`src/rtl/add_arb_pkg.sv`:
```
// Shared types and sizing helpers for the add_pipe_arbiter block.
// Holds the controller state encoding and the tag/counter width function.
package add_arb_pkg;

    localparam int ARB_WIDTH = 8;

    typedef enum logic [1:0] {
        IDLE  = 2'd0,
        RUN   = 2'd1,
        DRAIN = 2'd2
    } arb_state_e;

    // Bits needed to index n items; never narrower than one bit.
    function automatic int arb_tag_w(input int n);
        return (n > 2) ? $clog2(n) : 1;
    endfunction

endpackage

```
`src/rtl/add_pipe_arbiter_if.sv`:
```
// Requester, shared-adder and response signals of add_pipe_arbiter.
// slave is the arbiter's view; master is the surrounding logic's view.
interface add_pipe_arbiter_if
    import add_arb_pkg::*;
#(
    parameter int NREQ  = 4,
    parameter int WIDTH = ARB_WIDTH
);

    logic [NREQ-1:0]       req_valid;
    logic [NREQ-1:0]       req_ready;
    logic [NREQ*WIDTH-1:0] req_a;
    logic [NREQ*WIDTH-1:0] req_b;
    logic                  op_valid;
    logic [WIDTH-1:0]      op_a;
    logic [WIDTH-1:0]      op_b;
    logic [WIDTH:0]        res_sum;
    logic [NREQ-1:0]       rsp_valid;
    logic [WIDTH:0]        rsp_sum;

    modport slave (
        input  req_valid,
        input  req_a,
        input  req_b,
        input  res_sum,
        output req_ready,
        output op_valid,
        output op_a,
        output op_b,
        output rsp_valid,
        output rsp_sum
    );

    modport master (
        output req_valid,
        output req_a,
        output req_b,
        output res_sum,
        input  req_ready,
        input  op_valid,
        input  op_a,
        input  op_b,
        input  rsp_valid,
        input  rsp_sum
    );

endinterface

```
`src/rtl/add_arb_rr_pick.sv`:
```
// Combinational round-robin picker: first eligible requester at or after
// i_ptr (wrapping), returned as one-hot, as an index and as an any flag.
module add_arb_rr_pick #(
    parameter int NREQ  = 4,
    parameter int TAG_W = 2
) (
    input  logic [NREQ-1:0]  i_eligible,
    input  logic [TAG_W-1:0] i_ptr,
    output logic [NREQ-1:0]  o_grant,
    output logic [TAG_W-1:0] o_idx,
    output logic             o_any
);

    int              w_cand;
    logic [NREQ-1:0] w_mask;

    // Walk ptr, ptr+1, ... mod NREQ and latch the first eligible slot.
    always_comb begin
        o_grant = '0;
        o_idx   = '0;
        o_any   = 1'b0;
        w_cand  = 0;
        w_mask  = '0;
        for (int k = 0; k < NREQ; k++) begin
            w_cand = int'(i_ptr) + k;
            w_cand = (w_cand >= NREQ) ? (w_cand - NREQ) : w_cand;
            w_mask = {{(NREQ-1){1'b0}}, 1'b1} << w_cand;
            if (!o_any && ((i_eligible & w_mask) != '0)) begin
                o_grant = w_mask;
                o_idx   = TAG_W'(w_cand);
                o_any   = 1'b1;
            end else begin
                o_any   = o_any;
            end
        end
    end

endmodule

```
`src/rtl/add_pipe_arbiter.sv`:
```
// Shares one fixed-latency registered adder among NREQ requesters: round-robin
// grant, one launch per cycle, tag pipeline routing each sum back to its owner.
module add_pipe_arbiter
    import add_arb_pkg::*;
#(
    parameter int NREQ  = 4,
    parameter int WIDTH = ARB_WIDTH,
    parameter int LAT   = 3
) (
    input  logic              clki,
    input  logic              rst,
    input  logic              i_en,
    output logic              o_idle,
    add_pipe_arbiter_if.slave bus
);

    localparam int TAG_W = arb_tag_w(NREQ);
    localparam int CNT_W = arb_tag_w(NREQ + 1);

    arb_state_e                 r_state;
    arb_state_e                 w_state_nx;
    logic [TAG_W-1:0]           r_ptr;
    logic [NREQ-1:0]            r_busy;
    logic [CNT_W-1:0]           r_inflight;
    logic [CNT_W-1:0]           w_inflight_nx;
    logic                       r_idle;

    logic                       r_op_valid;
    logic [WIDTH-1:0]           r_op_a;
    logic [WIDTH-1:0]           r_op_b;
    logic [TAG_W-1:0]           r_op_tag;

    logic [LAT-1:0]             r_tp_vld;
    logic [LAT-1:0][TAG_W-1:0]  r_tp_tag;

    logic [NREQ-1:0]            r_rsp_valid;
    logic [WIDTH:0]             r_rsp_sum;

    logic [NREQ-1:0]            w_eligible;
    logic [NREQ-1:0]            w_gnt_oh;
    logic [TAG_W-1:0]           w_gnt_idx;
    logic                       w_gnt_any;
    logic                       w_run;
    logic                       w_hs;
    logic [TAG_W-1:0]           w_ptr_nx;
    logic                       w_ret_vld;
    logic [TAG_W-1:0]           w_ret_tag;
    logic [NREQ-1:0]            w_ret_oh;
    logic [WIDTH-1:0]           w_sel_a;
    logic [WIDTH-1:0]           w_sel_b;

    // A requester with an op still in the adder cannot be granted again.
    assign w_eligible = bus.req_valid & ~r_busy;

    add_arb_rr_pick #(
        .NREQ  (NREQ),
        .TAG_W (TAG_W)
    ) u_pick (
        .i_eligible (w_eligible),
        .i_ptr      (r_ptr),
        .o_grant    (w_gnt_oh),
        .o_idx      (w_gnt_idx),
        .o_any      (w_gnt_any)
    );

    assign w_run         = (r_state == RUN);
    assign w_hs          = w_gnt_any & w_run;
    assign bus.req_ready = w_run ? w_gnt_oh : '0;
    assign w_ptr_nx      = (w_gnt_idx == TAG_W'(NREQ - 1)) ? '0 : (w_gnt_idx + TAG_W'(1));

    assign w_ret_vld = r_tp_vld[LAT-1];
    assign w_ret_tag = r_tp_tag[LAT-1];

    // Decode the tag leaving the pipe into a one-hot response/busy-clear vector.
    always_comb begin
        w_ret_oh = '0;
        for (int i = 0; i < NREQ; i++) begin
            w_ret_oh[i] = w_ret_vld & (w_ret_tag == TAG_W'(i));
        end
    end

    // Operand mux driven by the one-hot grant.
    always_comb begin
        w_sel_a = '0;
        w_sel_b = '0;
        for (int i = 0; i < NREQ; i++) begin
            w_sel_a = w_sel_a | (bus.req_a[i*WIDTH +: WIDTH] & {WIDTH{w_gnt_oh[i]}});
            w_sel_b = w_sel_b | (bus.req_b[i*WIDTH +: WIDTH] & {WIDTH{w_gnt_oh[i]}});
        end
    end

    // In-flight count: launch adds one, response removes one.
    always_comb begin
        case ({w_hs, w_ret_vld})
            2'b10:   w_inflight_nx = r_inflight + CNT_W'(1);
            2'b01:   w_inflight_nx = r_inflight - CNT_W'(1);
            default: w_inflight_nx = r_inflight;
        endcase
    end

    // Enable/drain controller; a grant in the cycle en falls still counts as in flight.
    always_comb begin
        w_state_nx = r_state;
        case (r_state)
            IDLE: begin
                if (i_en) w_state_nx = RUN;
                else      w_state_nx = IDLE;
            end
            RUN: begin
                if (i_en)                               w_state_nx = RUN;
                else if ((r_inflight != '0) || w_hs)    w_state_nx = DRAIN;
                else                                    w_state_nx = IDLE;
            end
            DRAIN: begin
                if (i_en)                    w_state_nx = RUN;
                else if (r_inflight == '0)   w_state_nx = IDLE;
                else                         w_state_nx = DRAIN;
            end
            default: w_state_nx = IDLE;
        endcase
    end

    // Controller state register.
    always_ff @(posedge clki or posedge rst) begin
        if (rst) begin
            r_state <= IDLE;
        end else begin
            r_state <= w_state_nx;
        end
    end

    // Pointer, busy flags, in-flight count and registered idle flag.
    always_ff @(posedge clki or posedge rst) begin
        if (rst) begin
            r_ptr      <= '0;
            r_busy     <= '0;
            r_inflight <= '0;
            r_idle     <= 1'b1;
        end else begin
            r_busy     <= (r_busy & ~w_ret_oh) | (w_hs ? w_gnt_oh : '0);
            r_inflight <= w_inflight_nx;
            r_idle     <= (w_state_nx == IDLE) && (w_inflight_nx == '0);
            if (w_hs) begin
                r_ptr <= w_ptr_nx;
            end else begin
                r_ptr <= r_ptr;
            end
        end
    end

    // Launch register: operands hold their last value when nothing is launched.
    always_ff @(posedge clki or posedge rst) begin
        if (rst) begin
            r_op_valid <= 1'b0;
            r_op_a     <= '0;
            r_op_b     <= '0;
            r_op_tag   <= '0;
        end else begin
            r_op_valid <= w_hs;
            if (w_hs) begin
                r_op_a   <= w_sel_a;
                r_op_b   <= w_sel_b;
                r_op_tag <= w_gnt_idx;
            end else begin
                r_op_a   <= r_op_a;
                r_op_b   <= r_op_b;
                r_op_tag <= r_op_tag;
            end
        end
    end

    // Tag pipe runs in lockstep with the adder; its last stage lines up with res_sum.
    always_ff @(posedge clki or posedge rst) begin
        if (rst) begin
            r_tp_vld <= '0;
            r_tp_tag <= '0;
        end else begin
            r_tp_vld[0] <= r_op_valid;
            r_tp_tag[0] <= r_op_tag;
            for (int s = 1; s < LAT; s++) begin
                r_tp_vld[s] <= r_tp_vld[s-1];
                r_tp_tag[s] <= r_tp_tag[s-1];
            end
        end
    end

    // Response register: capture the adder result only for a live tag.
    always_ff @(posedge clki or posedge rst) begin
        if (rst) begin
            r_rsp_valid <= '0;
            r_rsp_sum   <= '0;
        end else begin
            r_rsp_valid <= w_ret_oh;
            if (w_ret_vld) begin
                r_rsp_sum <= bus.res_sum;
            end else begin
                r_rsp_sum <= r_rsp_sum;
            end
        end
    end

    assign bus.op_valid  = r_op_valid;
    assign bus.op_a      = r_op_a;
    assign bus.op_b      = r_op_b;
    assign bus.rsp_valid = r_rsp_valid;
    assign bus.rsp_sum   = r_rsp_sum;
    assign o_idle        = r_idle;

endmodule

```
`src/flat_wrapper.sv`:
```
// flat-port wrapper written by rule: the top's interface ports become plain ports
module add_pipe_arbiter_flat import add_arb_pkg::*;
#(
    parameter int NREQ  = 4,
    parameter int WIDTH = ARB_WIDTH,
    parameter int LAT   = 3
)
  (clki, rst, i_en, o_idle, bus_req_valid, bus_req_a, bus_req_b, bus_res_sum, bus_req_ready, bus_op_valid, bus_op_a, bus_op_b, bus_rsp_valid, bus_rsp_sum);
  add_pipe_arbiter_if #(.NREQ(NREQ), .WIDTH(WIDTH)) bus_i ();
  input  logic clki;
  input  logic rst;
  input  logic i_en;
  output logic o_idle;
  input wire logic [$bits(bus_i.req_valid)-1:0] bus_req_valid;
  input wire logic [$bits(bus_i.req_a)-1:0] bus_req_a;
  input wire logic [$bits(bus_i.req_b)-1:0] bus_req_b;
  input wire logic [$bits(bus_i.res_sum)-1:0] bus_res_sum;
  output wire logic [$bits(bus_i.req_ready)-1:0] bus_req_ready;
  output wire logic [$bits(bus_i.op_valid)-1:0] bus_op_valid;
  output wire logic [$bits(bus_i.op_a)-1:0] bus_op_a;
  output wire logic [$bits(bus_i.op_b)-1:0] bus_op_b;
  output wire logic [$bits(bus_i.rsp_valid)-1:0] bus_rsp_valid;
  output wire logic [$bits(bus_i.rsp_sum)-1:0] bus_rsp_sum;
  assign bus_i.req_valid = bus_req_valid;
  assign bus_i.req_a = bus_req_a;
  assign bus_i.req_b = bus_req_b;
  assign bus_i.res_sum = bus_res_sum;
  assign bus_req_ready = bus_i.req_ready;
  assign bus_op_valid = bus_i.op_valid;
  assign bus_op_a = bus_i.op_a;
  assign bus_op_b = bus_i.op_b;
  assign bus_rsp_valid = bus_i.rsp_valid;
  assign bus_rsp_sum = bus_i.rsp_sum;
  add_pipe_arbiter #(.NREQ(NREQ), .WIDTH(WIDTH), .LAT(LAT)) u_core (.clki(clki), .rst(rst), .i_en(i_en), .o_idle(o_idle), .bus(bus_i));
endmodule
```
`config.mk`:
```
export PLATFORM = sky130hd
export DESIGN_NAME = add_pipe_arbiter_flat
export DESIGN_NICKNAME = d
export VERILOG_FILES = /design/src/rtl/add_arb_pkg.sv /design/src/rtl/add_pipe_arbiter_if.sv /design/src/rtl/add_arb_rr_pick.sv /design/src/rtl/add_pipe_arbiter.sv /design/src/flat_wrapper.sv
export SDC_FILE = /design/constraint.sdc
export NUM_CORES = 1
export LEC_CHECK = 0
export ABC_AREA = 0
export CORE_UTILIZATION = 48
export CTS_CLUSTER_DIAMETER = 120
export CTS_CLUSTER_SIZE = 28
export DETAILED_ROUTE_END_ITERATION = 10
export PLACE_DENSITY = 0.94
export SLEW_MARGIN = 20
export SYNTH_ARGS = -nofsm -noshare
export SYNTH_HDL_FRONTEND = slang
export SYNTH_SLANG_ARGS = --single-unit
```
`constraint.sdc`:
```
create_clock -name clki -period 6.9 [get_ports clki]
set_clock_uncertainty 0.15 [all_clocks]
set_input_delay 2.07 -clock clki [delete_from_list [all_inputs] [get_ports clki]]
set_output_delay 2.07 -clock clki [all_outputs]
set_load 0.005 [all_outputs]
```
# Word-level counts from Yosys, hierarchy flattened
# Index checks and enable logic that the tools add are counted.
# classes
mul	0
order_cmp	4
div	0
n_mux	26
n_bitwise	28
n_reduce_logical	18
n_eq_ne	8
shift	4
addsub	10
# op_table
op	count
32-bit 2-to-1 mux	4
1-bit by 32-bit << shifter with 4-bit output (first input constant)	4
8-bit AND	8
8-bit OR	6
4-bit AND	6
4-bit 2-to-1 mux	6
2-bit 2-to-1 mux	9
4-bit nonzero test	4
3-bit by 3-bit subtractor with 4-bit output (second input constant)	3
2-bit == test (second input constant)	5
3-bit greater-or-equal comparator (second input constant)	3
4-bit inverter	2
2-bit by 2-bit adder with 3-bit output (second input constant)	2
2-bit by 1-bit == test with 1-bit output (second input constant)	3
2-bit zero test	3
3-bit zero test	2
2-bit one-hot mux with 3 select lines	1
3-bit one-hot mux with 2 select lines	1
1-bit AND	5
1-bit 2-to-1 mux	5
1-bit logical AND	4
4-bit OR	1
2-bit by 3-bit subtractor with 4-bit output (second input constant)	1
2-bit by 1-bit adder with 3-bit output (second input constant)	1
other kinds (7)	9
# word_totals
wordCells	113
output_inout_bits	35
latchBits	0
ramBits	0
reg_bits	53
input_bits	80
memories	0
mem_bits_ro	0

# Longest topological paths before layout
# Gate-level depths: netlist (run 1).
# logic_depth
depth_word	22
ltp_mapped	17
depth_no_buf	14

# Hierarchy
# A second synthesis (run 1) with hierarchy kept.
# unflattened
hier_cells	262
hier_area_um2	2751.4
# by_module_without_submodules
mod	seq_area_each_um2	cells_per_inst	area_each_um2	n_inst
add_pipe_arbiter	1327.5	205	2284.7	1
add_arb_rr_pick	0.0	57	466.7	1

# Least setup slack after synthesis (run 1)
# Ideal clock, no wire load.
# synth_timing
path_kind	input-to-output
startpoint	in bus_req_valid[3]
endpoint	out bus_req_ready[0]
arrival_ns	3.395
path_slack_ns	1.285
required_time_ns	4.680
path_buffers	2
stages	8
path_cell_list	nand3b_1 > nand4_2 > nor4_4 > buf_6 > nand3b_2 > buf_6 > nand2_1 > nor2_1
# synth_via
elab_chain_cells	14
word_cells_on_any_way	23
cone_classes	8 x mux; 5 x bitwise; 10 x reduce/logical
# synth_rtl
element	line_no	text
start: declaration	flat_wrapper.sv:14	input wire logic [$bits(bus_i.req_valid)-1:0] bus_req_valid;
4-bit AND *	add_pipe_arbiter.sv:53	assign w_eligible = bus.req_valid & ~r_busy;
4-bit AND	add_arb_rr_pick.sv:28	if (!o_any && ((i_eligible & w_mask) != '0)) begin
4-bit nonzero test	add_arb_rr_pick.sv:28	
1-bit 2-to-1 mux	add_arb_rr_pick.sv:28	
1-bit zero test	add_arb_rr_pick.sv:28	
1-bit logical AND	add_arb_rr_pick.sv:28	
1-bit 2-to-1 mux	add_arb_rr_pick.sv:28	
1-bit zero test	add_arb_rr_pick.sv:28	
1-bit logical AND	add_arb_rr_pick.sv:28	
1-bit 2-to-1 mux	add_arb_rr_pick.sv:28	
1-bit zero test	add_arb_rr_pick.sv:28	
1-bit logical AND	add_arb_rr_pick.sv:28	
4-bit 2-to-1 mux *	add_arb_rr_pick.sv:28	
4-bit 2-to-1 mux *	add_pipe_arbiter.sv:68	assign bus.req_ready = w_run ? w_gnt_oh : '0;
end: declaration	flat_wrapper.sv:18	output wire logic [$bits(bus_i.req_ready)-1:0] bus_req_ready;
# Every way passes the cells marked *; elsewhere a longest branch is shown, timed or not.

# Final worst setup path (run 1)
# layout_timing
startpoint	in bus_req_valid[1]
endpoint	out bus_req_ready[2]
# Same word-level chain as after synthesis.

==> impl_metrics.ini, run 1 <==
[cts]
holdBufCountCts = 0
clk_pin_slew_worst_paths_ns = 0.10
cts_tree = yes
ctsResizeCount = 0
clock_path_buffers = 2
clock-sinks = 53
clk_latency_ns = 0.31
post-cts-setup-buffers = 0
cts_root_buffer = clkbuf_8
cts_made_buffers = 5
htreeDepth = 2

[route]
vias = 3013
drc_errors = 0
dr.pass1.iters = 5
routedWlPerCell_um = 18.1
routed_wl_um = 8900
avgViaCountPerCell = 6.12
drt.antenna.violating_nets = 0
drt_iter0_drc = 291

[global_route]
grt_max_degree = 54
first_global_vias = 2905
grt-ovfl-total = 0
grt_usage = 0.279
grt_pass1_wl_um = 13800
antenna_found_initial = 0

[die]
die-area_um2 = 6600
fp.dieH_um = 81.2
rows = 28
chipWidth_um = 81.2
start_util = 0.503
io_pins = 115
core_um2 = 5990

[synth]
synth_top_area_share = 0.432
yosysSeqAreaShare = 0.440
yosysUniqueCellTypes = 53
synthArstFlopShare = 1.00
synth_top_cell_by_area = dfrtp_1
ys_seq_elements = 53
syn-num-nets = 392
synth_edf_count = 0
syn_area_per_cell_um2 = 9.85
synthTopCellsByArea = dfrtp_1 (43%), a32oi_1 (4.6%), a21boi_0 (4.0%)
syn_inst = 306
ys.warnings.count = 0
syn_area_um2 = 3010
synth_ff_type = dfrtp_1

[place]
place_congestion = 0.916
pre_cts_ws_ns = 0.254
dp.cells = 482
portBuffers = 114
post_dp_cell_area_um2 = 4190
hpwlAfterDp_um = 6530

[timing]
finalCriticalPeriod_ns = 6.80
fmax_mhz = 147
tightest_slew_ns = 0.880
hold_violations = 0
finalSetupViolCount = 0
setup-tns-final_ns = 0
relSlewSlack = 0.413
maxSlewViolCount = 0
setup_slack_ns = 0.103
period_share = 0.985

[setup_path]
crit_fanout = 7
endpoint_kind = output port
startpoint_type = input port
cp.required_ns = 4.68
arrival_ns = 4.58
path_class = input port to output port

[final_layout]
fin_nets = 502
area_growth_pct = 42.7
diodes = 0
layout-drive-gt1-share = 0.0935
fin_util = 0.718
design_area_um2 = 4300
finalNonFillerCells = 492

[power_and_ir_drop]
power_density_nw_per_um2 = 129
vdd_drop_max_mv = 0.101
leakage_nw = 1.84

[worst_hold_path]
hp-class = register to register

[outcome]
status = completed

[flow_run]
maxCapViolCount = 0
cell families after synthesis:
kind of cell,Yosys count,synth area share
buffers and inverters,35,0.0589
multiplexers,10,0.0369
XOR/XNOR,5,0.0145
flip-flops,53,0.440
adder cells (fa/ha/maj),6,0.0274
AND/OR/NAND/NOR,104,0.204
AO/OA/AOI/OAI,93,0.218
sequential cells by signal, summed over array words and instances (netlist names), named ones only:
name	cells
u_core.r_op_tag	2
u_core.r_tp_vld	3
u_core.r_inflight	3
u_core.r_ptr	1
u_core.bus.op_b	8
u_core.o_idle	1
u_core.bus.op_a	8
u_core.bus.rsp_valid	4
u_core.r_busy	4
u_core.w_ret_tag	2
u_core.r_tp_tag	4
u_core.bus.op_valid	1
u_core.r_state	2
u_core.bus.rsp_sum	9
metal layers:
metal,wire (um),up-vias,GRT usage
li1,-,1363,-
met1,3480,1464,0.359
met2,4570,169,0.472
met3,705,17,0.0483
met4,146,0,0.0946
met5,0,-,0
synth_stat cells (all sizes together) (3+ instances only):
cell type  count
and4           4
a31oi         17
nand2         12
nand3b        18
nand4          4
inv           12
ha             5
a21oi         18
o211ai         3
o21ai          7
nand3         21
dfrtp         52
clkbuf         7
a21boi        17
nor4           5
a32oi         16
nor2          25
nand2b         7
xnor2          3
mux2           9
buf           16
critical path: stages:
cell	delay (ns)
clkdlybuf4s50_1	0.51
nand3b_1	0.23
nand4_1	0.34
nor4_4	0.34
buf_4	0.18
buf_4	0.11
o2bb2ai_2	0.11
and2_1	0.16
clkdlybuf4s50_1	0.53
through the flow:
| stage | hold WS (ns) | power (W) |
|---|---|---|
| 2_1_floorplan | 0.181 | 0.000330 |
| 3_3_place_gp | 0.182 | 0.000379 |
| 3_5_place_dp | 0.189 | 0.000379 |
| 4_1_cts | 0.211 | 0.000556 |
| 5_1_grt | 0.217 | 0.000572 |
| 6_report | 0.210 | 0.000554 |
power breakdown:
group / internal, W / switching, W / total, W
Clock: 0.0000735 / 0.000108 / 0.000181
Sequential: 0.000312 / 0.00000110 / 0.000313
Combinational: 0.0000429 / 0.0000177 / 0.0000606
Total: 0.000428 / 0.000126 / 0.000554
final cells by class:
| cell class | instances | area (um2) |
|---|---|---|
| Clock buffer | 5 | 68.8 |
| Clock inverter | 3 | 25.0 |
| Fill cell | 430 | 1690 |
| Inverter | 12 | 46.3 |
| Multi-Input combinational cell | 218 | 1510 |
| Sequential cell | 53 | 1330 |
| Tap cell | 75 | 93.8 |
| Timing Repair Buffer | 126 | 1230 |
final timing paths:
| check | start | to | slack [ns] | cells past startpoint |
|---|---|---|---|---|
| worst min-delay path | u_core.r_tp_tag[1] | u_core.r_tp_tag[3] | 0.21 | 0 |
| max in group asynchronous | rst | u_core.bus.op_b[4] | 3.99 | 2 |
| worst max-delay path | bus_req_valid[1] | bus_req_ready[2] | 0.10 | 9 |
| worst max register to register | register | u_core.o_idle | 2.97 | 14 |
| worst min register to register | u_core.r_tp_tag[1] | u_core.r_tp_tag[3] | 0.21 | 0 |
| min in group asynchronous | rst | u_core.bus.op_a[0] | 2.09 | 2 |
cell usage in the layout, fill, tap and decap left out, drive strengths merged, types with 2 or more instances in the layout:
| cell | synthesis | final |
|---|---|---|
| xnor2 | 3 | 3 |
| and4 | 4 | 4 |
| o21ai | 7 | 7 |
| clkbuf | 7 | 5 |
| a32oi | 16 | 16 |
| o211ai | 3 | 3 |
| nand2 | 12 | 12 |
| dfrtp | 52 | 52 |
| nand4 | 4 | 4 |
| nor2b | 2 | 2 |
| nand3b | 18 | 18 |
| inv | 12 | 12 |
| a21boi | 17 | 17 |
| nor2 | 25 | 25 |
| mux2 | 9 | 9 |
| a31oi | 17 | 17 |
| nand2b | 7 | 7 |
| nand3 | 21 | 21 |
| o22ai | 2 | 2 |
| clkdlybuf4s50 | 0 | 114 |
| a31o | 2 | 2 |
| a41oi | 2 | 2 |
| ha | 5 | 5 |
| buf | 16 | 12 |
| a21oi | 18 | 18 |
| xor2 | 2 | 2 |
| clkinv | 0 | 2 |
| nor4 | 5 | 5 |
Note: power is estimated with default switching activity, not from simulation.
==> run 2, diff against run 1 <==
--- a/config.mk
+++ b/config.mk
@@ -7,7 +7,7 @@
 export LEC_CHECK = 0
 export ABC_AREA = 0
 export CORE_UTILIZATION = 48
-export CTS_CLUSTER_DIAMETER = 120
+export CTS_CLUSTER_DIAMETER = 40
 export CTS_CLUSTER_SIZE = 28
 export DETAILED_ROUTE_END_ITERATION = 10
 export PLACE_DENSITY = 0.94
==> results of run 2 <==
No change in the layout: final DEF, timing and power equal those of run 1.
